`config.mk`:
```
export PLATFORM = sky130hd
export DESIGN_NAME = psum_accumulator
export DESIGN_NICKNAME = d
export VERILOG_FILES = /design/src/rtl/cim_pkg.sv /design/src/rtl/psum_accumulator_sum9.sv /design/src/rtl/psum_accumulator.sv
export SDC_FILE = /design/constraint.sdc
export NUM_CORES = 2
export LEC_CHECK = 0
export ABC_CLOCK_PERIOD_IN_PS = 13100
export CAP_MARGIN = 10
export CORE_AREA = 2 2 423 425
export CTS_CLUSTER_DIAMETER = 200
export DETAILED_ROUTE_END_ITERATION = 8
export DIE_AREA = 0 0 425 427
export PLACE_DENSITY_LB_ADDON = 0.25
export SLEW_MARGIN = 5
export SYNTH_ARGS = -nofsm -noshare
export SYNTH_HDL_FRONTEND = slang
export SYNTH_SLANG_ARGS = --single-unit
```
`constraint.sdc`:
```
create_clock -name clk -period 13.1 [get_ports clk]
set_input_delay 1.965 -clock clk [delete_from_list [all_inputs] [get_ports clk]]
set_output_delay 1.965 -clock clk [all_outputs]
set_load 0.01 [all_outputs]
```
`src/rtl/cim_pkg.sv`:
```
// Constants and lane helper shared by the CIM Core and its PSUM accumulator.
package cim_pkg;
    localparam int PSUM_W  = 14;
    localparam int N_CH    = 8;
    localparam int N_MACRO = 9;
    localparam int N_COL   = 3;
    localparam int N_ROW   = N_MACRO / N_COL;
    localparam int SLICE_W = N_CH * PSUM_W;
    localparam int BUS_W   = N_MACRO * SLICE_W;
    localparam int SUM_W   = 18;
    localparam int ACC_W   = 24;
    localparam int OUT_W   = 8;
    localparam int SHIFT_W = 4;

    typedef struct packed {
        logic vld;
        logic first;
        logic last;
    } tag_t;

    // Lane j of macro k on the PSUM bus.
    function automatic logic [PSUM_W-1:0] psum_lane(input logic [BUS_W-1:0] bus,
                                                   input int unsigned k,
                                                   input int unsigned j);
        return bus[k*SLICE_W + j*PSUM_W +: PSUM_W];
    endfunction
endpackage

```
`src/rtl/psum_accumulator_sum9.sv`:
```
// One output channel: sign-extends the nine macro partial sums and registers their total.
module psum_sum9
    import cim_pkg::*;
(
    input  logic                    clk,
    input  logic                    rst,
    input  logic [N_MACRO*PSUM_W-1:0] lanes_i,
    output logic signed [SUM_W-1:0] sum_o
);
    logic signed [SUM_W-1:0] sum_d;
    logic signed [SUM_W-1:0] sum_q;

    always_comb begin
        sum_d = '0;
        for (int k = 0; k < N_MACRO; k++) begin
            sum_d = sum_d + SUM_W'(signed'(lanes_i[k*PSUM_W +: PSUM_W]));
        end
    end

    always_ff @(posedge clk) begin
        if (rst) begin
            sum_q <= '0;
        end else begin
            sum_q <= sum_d;
        end
    end

    assign sum_o = sum_q;
endmodule

```
`src/rtl/psum_accumulator.sv`:
```
// Deskews the Core PSUM columns, sums the 9 macros per channel, accumulates across
// input-channel tiles and emits ReLU/shift/saturated activations through a valid/ready register.
module psum_accumulator
    import cim_pkg::*;
(
    input  logic                   clk,
    input  logic                   rst,
    input  logic                   in_valid,
    input  logic                   in_first,
    input  logic                   in_last,
    input  logic [BUS_W-1:0]       psum_in,
    input  logic [SHIFT_W-1:0]     shift_amt,
    input  logic                   out_ready,
    output logic                   out_valid,
    output logic [N_CH*OUT_W-1:0]  out_data,
    output logic                   ovf_flag,
    output logic                   busy
);
    function automatic logic [OUT_W-1:0] relu_shift_sat(input logic signed [ACC_W-1:0] a,
                                                        input logic [SHIFT_W-1:0] sh);
        logic [ACC_W-1:0] s;
        s = $unsigned(a) >> sh;
        if (a[ACC_W-1]) return '0;
        if (|s[ACC_W-1:OUT_W]) return '1;
        return s[OUT_W-1:0];
    endfunction

    logic [N_ROW-1:0][SLICE_W-1:0] col0_dly1_q;
    logic [N_ROW-1:0][SLICE_W-1:0] col0_dly2_q;
    logic [N_ROW-1:0][SLICE_W-1:0] col1_dly_q;
    logic [BUS_W-1:0]              aligned_bus;

    tag_t tag1_q, tag2_q, tag3_q;

    logic signed [SUM_W-1:0] sum_r [N_CH];
    logic signed [ACC_W-1:0] acc_q [N_CH];
    logic signed [ACC_W-1:0] acc_next [N_CH];
    logic signed [ACC_W-1:0] acc_d [N_CH];

    logic                  load;
    logic                  out_valid_q, out_valid_d;
    logic [N_CH*OUT_W-1:0] out_data_q, out_data_d;
    logic                  ovf_q, ovf_d;

    // Stage T / T+1: column 0 is delayed two cycles and column 1 one cycle so all three line up at T+2.
    always_ff @(posedge clk) begin
        if (rst) begin
            col0_dly1_q <= '0;
            col0_dly2_q <= '0;
            col1_dly_q  <= '0;
        end else begin
            for (int r = 0; r < N_ROW; r++) begin
                col0_dly1_q[r] <= psum_in[(r*N_COL + 0)*SLICE_W +: SLICE_W];
                col1_dly_q[r]  <= psum_in[(r*N_COL + 1)*SLICE_W +: SLICE_W];
            end
            col0_dly2_q <= col0_dly1_q;
        end
    end

    always_comb begin
        aligned_bus = '0;
        for (int r = 0; r < N_ROW; r++) begin
            aligned_bus[(r*N_COL + 0)*SLICE_W +: SLICE_W] = col0_dly2_q[r];
            aligned_bus[(r*N_COL + 1)*SLICE_W +: SLICE_W] = col1_dly_q[r];
            aligned_bus[(r*N_COL + 2)*SLICE_W +: SLICE_W] = psum_in[(r*N_COL + 2)*SLICE_W +: SLICE_W];
        end
    end

    always_ff @(posedge clk) begin
        if (rst) begin
            tag1_q <= '0;
            tag2_q <= '0;
            tag3_q <= '0;
        end else begin
            tag1_q <= '{vld: in_valid, first: in_first, last: in_last};
            tag2_q <= tag1_q;
            tag3_q <= tag2_q;
        end
    end

    // Stage T+2: nine-way sum per channel, registered inside the sub-module.
    for (genvar j = 0; j < N_CH; j++) begin : g_ch
        logic [N_MACRO*PSUM_W-1:0] lanes;

        always_comb begin
            lanes = '0;
            for (int k = 0; k < N_MACRO; k++) begin
                lanes[k*PSUM_W +: PSUM_W] = psum_lane(aligned_bus, k, j);
            end
        end

        psum_sum9 u_sum9 (
            .clk     (clk),
            .rst     (rst),
            .lanes_i (lanes),
            .sum_o   (sum_r[j])
        );
    end

    // Stage T+3: accumulate and, on the last tile, load the output register.
    always_comb begin
        load        = tag3_q.vld & tag3_q.last;
        out_data_d  = out_data_q;
        for (int j = 0; j < N_CH; j++) begin
            acc_next[j] = tag3_q.first ? ACC_W'(sum_r[j]) : acc_q[j] + ACC_W'(sum_r[j]);
            acc_d[j]    = tag3_q.vld ? acc_next[j] : acc_q[j];
            if (load) begin
                out_data_d[j*OUT_W +: OUT_W] = relu_shift_sat(acc_next[j], shift_amt);
            end
        end
        out_valid_d = load | (out_valid_q & ~out_ready);
        ovf_d       = ovf_q | (load & out_valid_q & ~out_ready);
    end

    always_ff @(posedge clk) begin
        if (rst) begin
            for (int j = 0; j < N_CH; j++) begin
                acc_q[j] <= '0;
            end
            out_valid_q <= 1'b0;
            out_data_q  <= '0;
            ovf_q       <= 1'b0;
        end else begin
            for (int j = 0; j < N_CH; j++) begin
                acc_q[j] <= acc_d[j];
            end
            out_valid_q <= out_valid_d;
            out_data_q  <= out_data_d;
            ovf_q       <= ovf_d;
        end
    end

    assign out_valid = out_valid_q;
    assign out_data  = out_data_q;
    assign ovf_flag  = ovf_q;
    assign busy      = in_valid | tag1_q.vld | tag2_q.vld | tag3_q.vld;
endmodule

```
# Yosys cells after proc, flatten, opt, wreduce, memory -nomap -nowiden
# Memories as Yosys holds them, arrays and structs flattened.
# Cells that the tools add are included.
# totals
register_bits,1227
ramBits,192
inputBits,1018
elab_cells,235
mem_count,1
# mem_list
memory,words,word_bits,read_ports,rd_ports_with_merged_regs,write_ports,line,source
acc_q,8,24,8,0,8,psum_accumulator.sv:36,logic signed [ACC_W-1:0] acc_q [N_CH];
# op_classes
addsub,72
shifts,8
mux,99
bitwise_logic,18
n_reduce_logical,8
# ops
op,count
$add 18x14->18,48
$mux 24,24
$mux 8,32
$add 24x18->24,8
$shr 24x4->24,8
$add 15x14->16,8
$reduce_or 16->1,8
$add 14x14->15,8
$mux 1,43
$or 1x1->1,13
$and 1x1->1,4
$not 1->1,1

# Longest topological paths before layout
# depth
ltp_word,9
depth_mapped,24
ltp_nobuf,24

# Modules after synthesis
# From an unflattened synthesis, not the netlist that was laid out.
# hier_totals
hier_cells,9434
hier_area_um2,88157.0
# modules_own_cells
mod,instances,cells_per_inst,area_each_um2,seq_area_each_um2
psum_accumulator,1,6371,57757.9,25524.5
psum_sum9 (g_ch[0].u_sum9 ...),3,379,3808.7,360.3
psum_sum9 (g_ch[4].u_sum9 ...),3,387,3798.6,360.3
psum_sum9 (g_ch[3].u_sum9),1,384,3799.9,360.3
psum_sum9 (g_ch[7].u_sum9),1,381,3777.4,360.3

# Least setup slack after synthesis
# Ideal clock, no wire load.
# synth_path
path_type,in2reg
startpoint,input port psum_in[281]
endpoint,register g_ch[4].u_sum9.sum_q[16]
setup_time_ns,0.062
t_arrival_ns,6.829
setup_slack_ns,6.209
cell_stages,22
cell_sequence,inv_1 -> fa_1 -> inv_1 -> ha_1 -> fa_1 -> a21o_1 -> a21oi_1 -> o21bai_1 -> a21oi_1 -> o21bai_1 -> a21oi_1 -> o21bai_1 -> a21oi_1 -> o21ai_0 -> a2111oi_0 -> a21oi_1 -> fa_1 -> inv_1 -> ha_1 -> or4b_2 -> a21oi_1 -> nand3b_1
# synth_via
elab_chain_len,7
# synth_rtl
item,line,source
from (decl),psum_accumulator.sv:11,"input logic [BUS_W-1:0] psum_in,"
$add 15x14->16,psum_accumulator_sum9.sv:16,sum_d = sum_d + SUM_W'(signed'(lanes_i[k*PSUM_W +: PSUM_W]));
$add 18x14->18 (6 in a row),psum_accumulator_sum9.sv:16,
to (signal assigned),psum_accumulator_sum9.sv:24,sum_q <= sum_d;
to (decl),psum_accumulator_sum9.sv:11,logic signed [SUM_W-1:0] sum_q;
# No other way between the ends.
# A chain may end at the register's enable or synchronous reset.

# Worst setup path in the final report
# Ends and elaborated chain as after synthesis.

==> results_dict.tcl <==
set metrics [dict create \
    status "finished, final reports clean" \
    synth-xor-area-share_pct 2.41 \
    crit_path_max_fanout 8 \
    htree_levels 4 \
    cp_num_buf_inv 4 \
    io_buffer_count 1084 \
    synth_cell_types 92 \
    worst_pin_slew_ns 1.26 \
    path_cells "clkdlybuf4s50_1 > inv_1 > fa_1 > inv_1 > ha_1 > fa_1 > a21o_1 > a21oi_1 > o21bai_1 > a21oi_1 > o21bai_1 > a21oi_1 > o21bai_1 > a21oi_1 > o21ai_0 > a2111oi_0 > a21oi_1 > fa_1 > inv_1 > ha_1 > or4b_2 > a21oi_1 > nand3b_1" \
    clk_pin_slew_ns 0.06 \
    critPathMaxStageDelay_ns 0.62 \
    period_share_pct 56.6 \
    hold_path_class "flop to flop" \
    fin_ws_ns 5.69 \
    synth_fa_ha_area_share_pct 21.8 \
    synth_edf_count 0 \
    wl_per_cell_um 21.1 \
    cts-root-buf "clkbuf_16" \
    yosys.area_share.simple_pct 17.9 \
    syn-num-nets 12327 \
    post-route-min-period_ns 7.41 \
    yosysWarningCount 0 \
    hold_violations 0 \
    drt_iter0_markers 5778 \
    synth_area_sq_um 91100 \
    cts_tree "yes" \
    gp_congestion 0.962 \
    synthArstFlopShare_pct 0 \
    synth_top_family_by_area "adder cells" \
    drt_wl_total_mm 286 \
    avgSynthCellArea_sq_um 8.97 \
    cts_resized 0 \
    setup_violations 0 \
    p_leak_nw 47.1 \
    powerDensity_nw_per_um2 181 \
    dieHeight_um 427 \
    cp-start-kind "input pin" \
    cpMaxStageDelayCell "or4b_2" \
    grt_max_degree 202 \
    crit_arrival_ns 8.15 \
    rows 155 \
    grt_pass1_wl_mm 431 \
    syn_to_final_growth_pct 20.2 \
    initial_core_util_pct 51.4 \
    antenna_found_initial 53 \
    synth_flop_cell "dfxtp_1" \
    dieArea_sq_um 181000 \
    hold_buffers 0 \
    skew_ns 0.0285 \
    final_cell_count_no_fill 13522 \
    synth_compound_area_share_pct 15.0 \
    cp-end-kind "flop" \
    grt_overflow 0 \
    rsz0062_at_grt "false" \
    drc 0 \
    grt_pass1_vias 74266 \
    seqCellArea_sq_um 28400 \
    fillers 14896 \
    detail_route.vias_per_cell 5.54 \
    multi_input_area_sq_um 55300 \
    synthCells 10149 \
    p_total_mw 19.8 \
    clock_tree.buffer_depth 3 \
    post_cts_buffers 0 \
    ant_nets 0 \
    dr.pass1.iters 5 \
    dp_cells 13182 \
    max-slew-margin-rel_pct 15.5 \
    cp_top_family "compound AO/OA/AOI/OAI gates" \
    cap_violations 0 \
    fin_setup_tns_ns 0 \
    clkSinkCount 1419 \
    path_common_cell "a21oi_1" \
    layout-drive-gt1-share_pct 4.72 \
    track_usage_pct 30.7 \
    fmax_mhz 135 \
    dp_slack_ns 4.98 \
    fin_nets 13167 \
    worstSetupPathType "input pin to flop" \
    die_w_um 425 \
    numCtsBuffers 160 \
    ys_seq_area_share_pct 31.2 \
    synth-seq-cells 1419 \
    vias 74915 \
    clkLatencyLatePin_ns 0.82 \
    synth_mux_area_share_pct 3.53 \
    coreArea_sq_um 177000 \
    cp_data_required_time_ns 13.84 \
    hpwl_mm 224 \
    drv_slew 0 \
    vdd_drop_max_mv 0.172 \
    ios 1085 \
]
state kept, by name, indices dropped and copies added (netlist names):
name,flops
aligned_bus,672
col0_dly1_q,336
acc_q,192
g_ch.u_sum9.sum_o,144
out_data,64
tag1_q,3
tag2_q,3
tag3_q,3
out_valid,1
ovf_flag,1
cells in the mapped netlist, drive strengths merged, types with 25 or more instances:
master   count  share of area, %
nor2       680               2.8
and2        64              0.44
nor3b       37              0.30
nand2      504               2.1
mux2        56              0.69
fa         712                16
a2111oi     38              0.38
o41ai       25              0.25
nand2b      57              0.39
o22ai       25              0.17
a31o        25              0.24
o31ai       43              0.36
o21bai      61              0.50
nor4        41              0.30
ha         448               6.2
mux4        41               1.0
nand4       62              0.43
inv       1492               6.1
xnor2      144               1.4
nor2b     1090               7.5
nand3      140              0.77
a21o       117              0.96
o21a        64              0.53
and3        59              0.41
a21oi      461               2.5
a21boi      36              0.30
mux2i      166               1.8
clkbuf     374               1.5
o21ai      339               1.9
xor2       107               1.0
or3         43              0.30
buf         87              0.40
a211o       44              0.42
a221oi      27              0.26
a31oi       60              0.41
a311oi      29              0.28
dfxtp     1419                31
a211oi     214               1.8
nor3       210               1.2
o211ai      83              0.68
layout make-up:
cell class                 instances  area share (%)
timing repair buffer            1139            10.4
multi-input combinational       6775            50.5
tap                             2355            2.69
antenna                           42          0.0960
clock buffer                     217            4.21
inverter                        1494            5.14
clock inverter                    81            1.05
sequential                      1419            25.9
worst register-to-register path, cell delays in order (launching register included):
cell	delay, ns
dfxtp_1	0.31
inv_1	0.05
fa_1	0.50
inv_1	0.04
ha_1	0.22
fa_1	0.48
a21o_1	0.18
a21oi_1	0.31
o21bai_1	0.14
a21oi_1	0.28
o21bai_1	0.10
a21oi_1	0.23
o21bai_1	0.09
a21oi_1	0.22
o21ai_0	0.20
a2111oi_0	0.53
a21oi_1	0.18
fa_1	0.60
inv_1	0.05
ha_1	0.39
or4b_2	0.62
a21oi_1	0.15
nand3b_1	0.12
logic make-up after synthesis:
family / after synthesis
mux: 263
fa+ha+maj: 1160
xor+xnor: 251
compound gates: 1991
flops: 1419
buf+inv: 1955
simple gates: 3110
cells in the final DEF, fill, tap and decap left out, types with 37 or more instances in the layout:
cell type	count
mux4_2	41
clkdlybuf4s50_1	1079
o21bai_1	61
o21ai_0	311
a21o_1	117
nand2b_1	57
o31ai_1	42
nor3b_1	37
or3_1	42
clkbuf_16	164
nor4_1	39
xor2_1	107
a31oi_1	60
ha_1	448
xnor2_1	144
buf_4	50
nor2_1	676
dfxtp_1	1417
fa_1	712
and3_1	59
o211ai_1	83
mux2_2	56
nor3_1	210
a211o_1	44
and2_1	63
o21a_1	64
nand3_1	140
inv_1	1487
diode_2	42
nor2b_1	1090
a21oi_1	458
nand2_1	504
nand4_1	62
mux2i_1	166
a211oi_1	212
where the power goes:
part / switching [mW] / internal (mW)
sequential: 0.357 / 4.73
combinational: 5.69 / 4.17
clock: 1.95 / 2.91
metal layers:
layer  GRT usage [%]  up-vias  wire (um)
met5               0        -         99
met4            11.9       16      11100
met3            4.63      529      17500
met2            52.0     2524     138000
met1            39.5    36259     119000
li1                -    35587          -
final timing paths:
| kind | slack [ns] | end | start | depth (start not counted) |
|---|---|---|---|---|
| max | 5.69 | g_ch[4].u_sum9.sum_o[16]$_SDFF_PP0_ | psum_in[281] | 23 |
| min | 0.42 | tag3_q[1]$_SDFF_PP0_ | tag2_q[1]$_SDFF_PP0_ | 1 |
| max reg2reg | 7.04 | g_ch[4].u_sum9.sum_o[16]$_SDFF_PP0_ | aligned_bus[57]$_SDFF_PP0_ | 22 |
| min reg2reg | 0.42 | tag3_q[1]$_SDFF_PP0_ | tag2_q[1]$_SDFF_PP0_ | 1 |
stage by stage:
stage	utilization, %	cell area, sq um	hold WS (ns)
2_1_floorplan	-	91100	0.414
3_3_place_gp	58.5	104000	0.416
3_5_place_dp	58.5	104000	0.420
4_1_cts	61.7	109000	0.420
5_1_grt	61.8	109000	0.445
6_report	61.8	110000	0.420
Power figures use the tool's default switching activity.
